**src/rtl/vending_controller_pkg.sv**
```systemverilog
// Shared types, coin table and default pricing for the vending controller.
package vending_controller_pkg;

   localparam int unsigned MONEY_W = 8;
   localparam int unsigned CODE_W  = 2;
   localparam int unsigned TIMER_W = 16;

   typedef enum logic [1:0] {
      IDLE    = 2'd0,
      COLLECT = 2'd1,
      VEND    = 2'd2,
      REFUND  = 2'd3
   } state_t;

   localparam logic [MONEY_W-1:0] DEF_PRICE_0    = 8'd15;
   localparam logic [MONEY_W-1:0] DEF_PRICE_1    = 8'd20;
   localparam logic [MONEY_W-1:0] DEF_PRICE_2    = 8'd25;
   localparam logic [MONEY_W-1:0] DEF_PRICE_3    = 8'd40;
   localparam logic [MONEY_W-1:0] DEF_MAX_CREDIT = 8'd200;
   localparam logic [TIMER_W-1:0] DEF_TIMEOUT    = 16'd1000;

   // Registered controller outputs, updated as one record each cycle
   typedef struct packed {
      logic               end_trans;
      logic               refund_valid;
      logic               coin_reject;
      logic               insufficient;
      logic               busy;
      logic [MONEY_W-1:0] sum_money;
      logic [MONEY_W-1:0] price;
      logic [CODE_W-1:0]  item_select;
      logic [MONEY_W-1:0] refund_amount;
   } ctrl_regs_t;

   function automatic logic [MONEY_W-1:0] coin_value(input logic [CODE_W-1:0] code);
      case (code)
         2'b00:   coin_value = 8'd5;
         2'b01:   coin_value = 8'd10;
         2'b10:   coin_value = 8'd20;
         default: coin_value = 8'd50;
      endcase
   endfunction

endpackage

```
**src/rtl/vending_controller_credit_timer.sv**
```systemverilog
// Idle timeout counter; saturates at TIMEOUT_CYC-1 and flags expiry there.
module credit_timer
   import vending_controller_pkg::*;
#(
   parameter logic [TIMER_W-1:0] TIMEOUT_CYC = DEF_TIMEOUT
) (
   input  logic clk,
   input  logic rst_n,
   input  logic clear,
   output logic expired
);

   localparam logic [TIMER_W-1:0] LIMIT = TIMER_W'(TIMEOUT_CYC - 16'd1);

   logic [TIMER_W-1:0] count;

   always_ff @(posedge clk or negedge rst_n) begin
      if (!rst_n) begin
         count <= '0;
      end else if (clear) begin
         count <= '0;
      end else if (count != LIMIT) begin
         count <= count + 16'd1;
      end
   end

   assign expired = (count == LIMIT);

endmodule

```
**src/rtl/vending_controller.sv**
```systemverilog
// Coin-operated vending controller: credit accumulation, item select, vend and refund.
module vending_controller
   import vending_controller_pkg::*;
#(
   parameter logic [MONEY_W-1:0] PRICE_0     = DEF_PRICE_0,
   parameter logic [MONEY_W-1:0] PRICE_1     = DEF_PRICE_1,
   parameter logic [MONEY_W-1:0] PRICE_2     = DEF_PRICE_2,
   parameter logic [MONEY_W-1:0] PRICE_3     = DEF_PRICE_3,
   parameter logic [MONEY_W-1:0] MAX_CREDIT  = DEF_MAX_CREDIT,
   parameter logic [TIMER_W-1:0] TIMEOUT_CYC = DEF_TIMEOUT
) (
   input  logic               clk,
   input  logic               rst_n,
   input  logic               coin_valid,
   input  logic [CODE_W-1:0]  coin_code,
   input  logic               sel_valid,
   input  logic [CODE_W-1:0]  sel_item,
   input  logic               cancel,
   output logic               end_trans,
   output logic [MONEY_W-1:0] sum_money,
   output logic [MONEY_W-1:0] price,
   output logic [CODE_W-1:0]  item_select,
   output logic               refund_valid,
   output logic [MONEY_W-1:0] refund_amount,
   output logic               coin_reject,
   output logic               insufficient,
   output logic               busy
);

   state_t             state, state_nxt;
   ctrl_regs_t         regs, regs_nxt;
   logic               timer_clear;
   logic               expired;
   logic [MONEY_W:0]   credit_sum;
   logic               coin_fits;
   logic [MONEY_W-1:0] sel_price;

   credit_timer #(
      .TIMEOUT_CYC (TIMEOUT_CYC)
   ) u_credit_timer (
      .clk     (clk),
      .rst_n   (rst_n),
      .clear   (timer_clear),
      .expired (expired)
   );

   // Extra carry bit lets the ceiling check see a sum that would overflow 8 bits
   always_comb begin
      credit_sum = {1'b0, regs.sum_money} + {1'b0, coin_value(coin_code)};
      coin_fits  = (credit_sum <= {1'b0, MAX_CREDIT});
      case (sel_item)
         2'd0:    sel_price = PRICE_0;
         2'd1:    sel_price = PRICE_1;
         2'd2:    sel_price = PRICE_2;
         default: sel_price = PRICE_3;
      endcase
   end

   always_ff @(posedge clk or negedge rst_n) begin
      if (!rst_n) begin
         state <= IDLE;
         regs  <= '0;
      end else begin
         state <= state_nxt;
         regs  <= regs_nxt;
      end
   end

   always_comb begin
      state_nxt             = state;
      regs_nxt              = regs;
      regs_nxt.end_trans    = 1'b0;
      regs_nxt.refund_valid = 1'b0;
      regs_nxt.coin_reject  = 1'b0;
      regs_nxt.insufficient = 1'b0;
      timer_clear           = 1'b1;

      case (state)
         IDLE: begin
            if (coin_valid) begin
               if (coin_fits) begin
                  regs_nxt.sum_money = credit_sum[MONEY_W-1:0];
                  state_nxt          = COLLECT;
               end else begin
                  regs_nxt.coin_reject = 1'b1;
               end
            end
         end
         COLLECT: begin
            timer_clear = 1'b0;
            // Priority: cancel > select > coin > timeout; a losing coin is returned
            if (cancel) begin
               state_nxt              = REFUND;
               regs_nxt.refund_valid  = 1'b1;
               regs_nxt.refund_amount = regs.sum_money;
               regs_nxt.coin_reject   = coin_valid;
            end else if (sel_valid) begin
               regs_nxt.item_select = sel_item;
               regs_nxt.price       = sel_price;
               regs_nxt.coin_reject = coin_valid;
               if (regs.sum_money >= sel_price) begin
                  state_nxt          = VEND;
                  regs_nxt.end_trans = 1'b1;
               end else begin
                  regs_nxt.insufficient = 1'b1;
               end
            end else if (coin_valid) begin
               timer_clear = 1'b1;
               if (coin_fits) begin
                  regs_nxt.sum_money = credit_sum[MONEY_W-1:0];
               end else begin
                  regs_nxt.coin_reject = 1'b1;
               end
            end else if (expired) begin
               state_nxt              = REFUND;
               regs_nxt.refund_valid  = 1'b1;
               regs_nxt.refund_amount = regs.sum_money;
            end
         end
         VEND: begin
            state_nxt            = IDLE;
            regs_nxt.sum_money   = '0;
            regs_nxt.price       = '0;
            regs_nxt.coin_reject = coin_valid;
         end
         REFUND: begin
            state_nxt            = IDLE;
            regs_nxt.sum_money   = '0;
            regs_nxt.coin_reject = coin_valid;
         end
         default: begin
            state_nxt = IDLE;
         end
      endcase

      regs_nxt.busy = (state_nxt != IDLE);
   end

   assign end_trans     = regs.end_trans;
   assign sum_money     = regs.sum_money;
   assign price         = regs.price;
   assign item_select   = regs.item_select;
   assign refund_valid  = regs.refund_valid;
   assign refund_amount = regs.refund_amount;
   assign coin_reject   = regs.coin_reject;
   assign insufficient  = regs.insufficient;
   assign busy          = regs.busy;

endmodule

```
**config.mk**
```make
export PLATFORM = sky130hd
export DESIGN_NAME = vending_controller
export DESIGN_NICKNAME = d
export VERILOG_FILES = /design/src/rtl/vending_controller_pkg.sv /design/src/rtl/vending_controller_credit_timer.sv /design/src/rtl/vending_controller.sv
export SDC_FILE = /design/constraint.sdc
export NUM_CORES = 1
export LEC_CHECK = 0
export ABC_AREA = 1
export BUFFER_PORTS_ARGS = -buffer_cell sky130_fd_sc_hd__buf_4
export CAP_MARGIN = 40
export CELL_PAD_IN_SITES_DETAIL_PLACEMENT = 1
export CELL_PAD_IN_SITES_GLOBAL_PLACEMENT = 1
export CORE_MARGIN = 3
export CORE_UTILIZATION = 47
export CTS_BUF_LIST = sky130_fd_sc_hd__clkbuf_4
export CTS_CLUSTER_SIZE = 14
export DETAILED_ROUTE_END_ITERATION = 6
export GPL_TIMING_DRIVEN = 0
export PLACE_DENSITY_LB_ADDON = 0.12
export SKIP_CTS_REPAIR_TIMING = 1
export SLEW_MARGIN = 20
export SYNTH_ARGS = -nofsm -noshare
export SYNTH_HDL_FRONTEND = slang
export SYNTH_SLANG_ARGS = --single-unit
```
**constraint.sdc**
```tcl
create_clock -name clk -period 6 [get_ports clk]
set_input_delay 1.2 -clock clk [delete_from_list [all_inputs] [get_ports clk]]
set_output_delay 1.2 -clock clk [all_outputs]
set_load 0.02 [all_outputs]
```
After elaboration in Yosys (flattened, before gate mapping)
Cells that the tools add are included.
{"block": "totals", "elab_cells": 85, "register_bits": 49, "input_bits": 9, "output_inout_bits": 31}
{"block": "op_classes", "add_sub_neg": 2, "muxes": 43, "reduce_logical": 12, "n_eq_ne": 14, "bitwise": 1, "magnitude_cmp": 2}
{"op": "8-bit two-way mux", "n": 7}
{"op": "6-bit case mux with 3 select lines", "n": 2}
{"op": "16-bit two-way mux", "n": 2}
{"op": "8-bit case mux with 3 select lines", "n": 1}
{"op": "18-bit two-way mux", "n": 1}
{"op": "2-bit two-way mux", "n": 9}
{"op": "1-bit two-way mux", "n": 17}
{"op": "16-bit by 1-bit adder with 16-bit output, second input constant", "n": 1}
{"op": "16-bit by 10-bit equality test with 1-bit output, second input constant", "n": 1}
{"op": "16-bit by 10-bit inequality test with 1-bit output, second input constant", "n": 1}
{"op": "8-bit case mux with 2 select lines", "n": 1}
{"op": "10-bit two-way mux", "n": 1}
{"op": "8-bit by 8-bit adder with 9-bit output", "n": 1}
{"op": "9-bit by 8-bit less-or-equal comparator with 1-bit output, second input constant", "n": 1}
{"op": "2-bit equality test, second input constant", "n": 4}
{"op": "8-bit >= comparator", "n": 1}
{"op": "2-bit nonzero test", "n": 4}
{"op": "2-bit by 1-bit equality test with 1-bit output, second input constant", "n": 3}
{"op": "2-bit logical NOT", "n": 3}
{"op": "2-bit inequality test, second input constant", "n": 3}
{"op": "2-bit case mux with 3 select lines", "n": 1}
{"op": "3-bit AND reduction", "n": 2}
{"op": "2-bit by 1-bit inequality test with 1-bit output, second input constant", "n": 2}
{"op": "4-bit AND reduction", "n": 1}
{"op": "other kinds (4)", "n": 4}

Longest topological paths before layout
{"block": "logic_depth", "depth_word": 9, "ltp_mapped": 18}

Modules after synthesis
Synthesis repeated with hierarchy kept, for this count alone.
{"block": "unflattened", "cells_unflattened": 409, "area_unflattened_um2": 2920.3}
{"mod": "vending_controller", "n_inst": 1, "cells_per_inst": 263, "area_per_inst_um2": 1955.6}
{"mod": "credit_timer", "n_inst": 1, "cells_per_inst": 146, "area_per_inst_um2": 964.7}

Worst setup path before layout
Ideal clock, no wire load.
{"block": "synth_path", "path_type": "input port to flip-flop", "startpoint": "in coin_code[0]", "endpoint": "reg regs, in the netlist sum_money[7]", "required_ns": 5.927, "cell_stages": 16, "setup_time_ns": 0.073, "arrival_ns": 2.823, "setup_slack_ns": 3.104, "cell_sequence": "nor2_1 -> ha_1 -> inv_1 -> fa_1 -> inv_1 -> nand2_1 -> nand2_1 -> nand3_2 -> nand2_1 -> nand2_2 -> nor2_1 -> inv_1 -> buf_2 -> nand4_1 -> nand2_1 -> a21oi_2"}
{"block": "synth_via", "elab_chain_len": 9, "word_cells_on_any_way": 11, "cone_classes": "add/sub: 1; order compare: 1; eq/ne: 2; mux: 6; reduce/logical: 1"}
{"item": "start: declaration", "line_no": "vending_controller.sv:15", "text": "input logic [CODE_W-1:0] coin_code,"}
{"item": "2-bit equality test (tied with other cells)", "line_no": "vending_controller_pkg.sv:36", "text": "case (code)"}
{"item": "6-bit case mux with 3 select lines (*)", "line_no": "vending_controller_pkg.sv:36"}
{"item": "8-bit by 8-bit adder with 9-bit output (*)", "line_no": "vending_controller.sv:49", "text": "credit_sum = {1'b0, regs.sum_money} + {1'b0, coin_value(coin_code)};"}
{"item": "9-bit by 8-bit less-or-equal comparator with 1-bit output", "line_no": "vending_controller.sv:50", "text": "coin_fits = (credit_sum <= {1'b0, MAX_CREDIT});"}
{"item": "8-bit two-way mux (*)", "line_no": "vending_controller.sv:81, vending_controller.sv:109"}
{"item": "8-bit two-way mux (*)", "line_no": "vending_controller.sv:107", "text": "end else if (coin_valid) begin"}
{"item": "8-bit two-way mux", "line_no": "vending_controller.sv:97", "text": "end else if (sel_valid) begin"}
{"item": "18-bit two-way mux", "line_no": "vending_controller.sv:92", "text": "if (cancel) begin"}
{"item": "8-bit case mux with 3 select lines (*)", "line_no": "vending_controller.sv:78", "text": "case (state)"}
{"item": "end signal: assignment", "line_no": "vending_controller.sv:65", "text": "regs <= regs_nxt;"}
{"item": "end: declaration", "line_no": "vending_controller.sv:31", "text": "ctrl_regs_t regs, regs_nxt;"}
Every way passes the cells marked *; elsewhere a longest branch is shown, timed or not. The select of a mux whose other input is x is not followed.
A chain may end at the register's enable or synchronous reset.

Worst setup path after layout
{"block": "layout_path", "startpoint": "in coin_code[0]", "endpoint": "reg regs, in the netlist busy"}
{"block": "layout_via", "elab_chain_len": 8, "word_cells_on_any_way": 10, "cone_classes": "add/sub: 1; order compare: 1; eq/ne: 2; mux: 4; reduce/logical: 2"}
{"item": "2-bit equality test (tied with other cells)", "line_no": "vending_controller_pkg.sv:36"}
{"item": "6-bit case mux with 3 select lines (*)", "line_no": "vending_controller_pkg.sv:36"}
{"item": "8-bit by 8-bit adder with 9-bit output (*)", "line_no": "vending_controller.sv:49"}
{"item": "9-bit by 8-bit less-or-equal comparator with 1-bit output (*)", "line_no": "vending_controller.sv:50"}
{"item": "2-bit two-way mux (*)", "line_no": "vending_controller.sv:81", "text": "if (coin_fits) begin"}
{"item": "2-bit two-way mux (*)", "line_no": "vending_controller.sv:80", "text": "if (coin_valid) begin"}
{"item": "2-bit case mux with 3 select lines (*)", "line_no": "vending_controller.sv:78"}
{"item": "2-bit nonzero test (*)", "line_no": "vending_controller.sv:136", "text": "regs_nxt.busy = (state_nxt != IDLE);"}
{"item": "net regs_nxt[26]", "line_no": "vending_controller.sv:31"}
The timed path passes the listed nets; every way through them passes the cells marked *.

==> out/results.tsv <==
metric	value	unit
end_kind	flip-flop	
num_io_pins	40	
seqPwrFrac	34.9	%
fin_crit_sh	49.37	%
drv_cap	0	
final_util	57.30	%
drc	0	
worst-r2r-setup-slack	3.72	ns
core.rowCount	27	
maxSlewHeadroom	59.95	%
grt_pass1_wl	12480	um
min_period	2.962	ns
syn_inst	361	
fmax	337.6	MHz
design.die.area	6983	um^2
cts_buffers	5	
outcome	completed	
vias	2565	
coreArea	5675	um^2
synth_compound_area_share	9.912	%
yosysWarnings	0	
layout_common_cells	nand2_1, inv_1, dfrtp_1	
clk_latency	0.36	ns
slew_viol_final	0	
antenna_left	0	
clkTransAtPathRegs	0.12	ns
irDropWorstVdd	0.0001861	V
postSynthAreaPerCell	7.833	um^2
drt_iter0_drc	107	
portBuffers	37	
p_sw	675.8	uW
hold_class	reg -> reg	
grt.overflow.total	0	
tritoncts	yes	
n_antenna_cell	0	
start_util	49.82	%
synthAdderAreaFrac	8.673	%
tightest_slew	0.6007	ns
p_int	759.1	uW
drtPass1Iterations	4	
final_common_cell	nand2_1	
crit_arrival	3.19	ns
synth_cell_types	35	
viasPerCell	5.355	
muxShareOfSynthArea	0	%
synth-seq-area-share	41.59	%
synth_xor_area_share	0.6195	%
r2r_cells	14	
critical_path_class	in -> reg	
final_nets	434	
ys_seq_elements	47	
antenna_found_initial	0	
r2r-end	busy$_DFF_PN0_	
cts_htree_levels	2	
worstPathRequired	6.23	ns
p_comb_share	54.8	%
power_density	441.3	nW/um^2
setup_viol	0	
power.clock.fraction	10.2	%
syn_to_final_growth	15.00	%
wl_per_cell	15.27	um
dpl.hpwl	5952	um
grt_pass1_vias	2692	
whs_endpoint	item_select[1]$_DFFE_PN0P_	
path_max_fanout	10	
synth_top_family_by_area	simple AND/OR/NAND/NOR gates	
yosys.area_share.simple	29.29	%
rsz0062_at_grt	false	
drive_gt1_share	18.18	%
routabilityCongestion	0.7840	
synth_area	2828	um^2
clk_path_buf_depth	2	
drt-total-wl	7314	um
hold_viol_final	0	
die_x	83.57	um
clock_skew	0.01984	ns
fp.dieH	83.57	um
cp-start-kind	input port	
p_sw_share	47.10	%
r2r_start	sum_money[0]$_DFFE_PN0P_	
hold_depth	2	
min_from	item_select[1]$_DFFE_PN0P_	
grtUsageTotal	21.84	%
setup-tns-final	0	ns
clockRootBuffer	clkbuf_4	
grt_max_degree	48	
p_leak	0.001673	uW
clock_sinks	47	
-- critical path, stage by stage --
cell and delay (ns):
buf_4 0.12, nor2_1 0.13, ha_1 0.22, inv_1 0.07, fa_1 0.39, inv_1 0.07
nand2_1 0.06, nand2_1 0.11, nand3_2 0.09, nand2_1 0.08, nand2_2 0.06, nor2_1 0.10
inv_1 0.07, buf_2 0.18, nand4_1 0.15, nand3_1 0.11
-- logic make-up (layout without fill, tap and decap cells) --
family,count (synthesis),after routing
xor gates and xnor gates,2,2
and+or+nand+nor,174,174
buffers and inverters,67,112
DFF,47,47
adders and majority gates,19,19
AOI/OAI and AO/OA,51,51
other,1,2
-- synth_stat cells (all sizes together) --
cell | n | area share (%)
a2111oi | 1 | 0.31
a21oi | 25 | 4.8
a221oi | 1 | 0.31
a31oi | 1 | 0.22
and2 | 1 | 0.22
buf | 6 | 1.7
clkbuf | 3 | 0.40
clkinv | 3 | 0.40
conb | 1 | 0.13
dfrtp | 47 | 42
fa | 1 | 0.71
ha | 18 | 8.0
inv | 55 | 7.3
nand2 | 79 | 11
nand3 | 34 | 6.5
nand3b | 4 | 1.1
nand4 | 11 | 2.4
nor2 | 33 | 4.7
nor3 | 8 | 1.8
nor4 | 3 | 1.1
o21a | 1 | 0.27
o21ai | 21 | 3.7
o21bai | 1 | 0.27
or2 | 1 | 0.31
xor2 | 2 | 0.62
-- power by group through the flow --
stage / Combinational (uW) / Sequential [uW] / Clock (uW)
detailed placement: 793 / 510 / 0
finish: 787 / 501 / 147
global route: 877 / 519 / 164
floorplan: 415 / 591 / 0
CTS: 797 / 503 / 151
global placement: 754 / 501 / 0
-- layout make-up --
type | count | area, um^2
Sequential cell | 47 | 1176
Inverter | 58 | 217.7
Clock inverter | 2 | 7.507
Timing Repair Buffer | 37 | 277.8
Clock buffer | 6 | 45.04
Multi-Input combinational cell | 248 | 1379
Buffer | 9 | 58.81
Tap cell | 72 | 90.09
Fill cell | 730 | 2424
-- metrics by stage --
step	cell area, um^2	power, uW	instances	setup WS, ns	hold slack [ns]
after floorplan	2831	1005	362	3.104	0.4792
after global placement	3199	1255	471	2.733	0.4733
after detailed placement	3199	1303	471	2.655	0.4856
after CTS	3252	1451	479	3.047	0.5156
after global routing	3252	1560	479	2.850	0.5522
final	3252	1435	479	3.038	0.5115
-- sequential cells by signal (all words and copies together) (netlist names), 2 cells and up --
register,cells
refund_amount,8
item_select,2
state,2
u_credit_timer.count,16
price,6
sum_money,8
-- routing by layer --
| layer | routed length [um] | GRT usage, % | vias up | part of all wire (%) |
|---|---|---|---|---|
| met5 | 0 | 0 | - | 0 |
| met4 | 138 | 8.333 | 0 | 1.9 |
| li1 | - | - | 1257 | - |
| met2 | 3729 | 38.54 | 49 | 51 |
| met3 | 261 | 4.146 | 14 | 3.6 |
| met1 | 3185 | 26.17 | 1245 | 44 |
-- worst max-delay path by stage --
stage / start / endpoint / slack (ns) / depth (start not counted)
after floorplan: coin_code[0] / sum_money[7]$_DFFE_PN0P_ / 3.10 / 16
final: coin_code[0] / busy$_DFF_PN0_ / 3.04 / 16
after global placement: coin_code[0] / busy$_DFF_PN0_ / 2.73 / 16
after CTS: coin_code[0] / busy$_DFF_PN0_ / 3.05 / 16
after detailed placement: coin_code[0] / busy$_DFF_PN0_ / 2.65 / 16
after global routing: coin_code[0] / sum_money[2]$_DFFE_PN0P_ / 2.85 / 18
No activity file was read; power rests on OpenSTA's default activity.
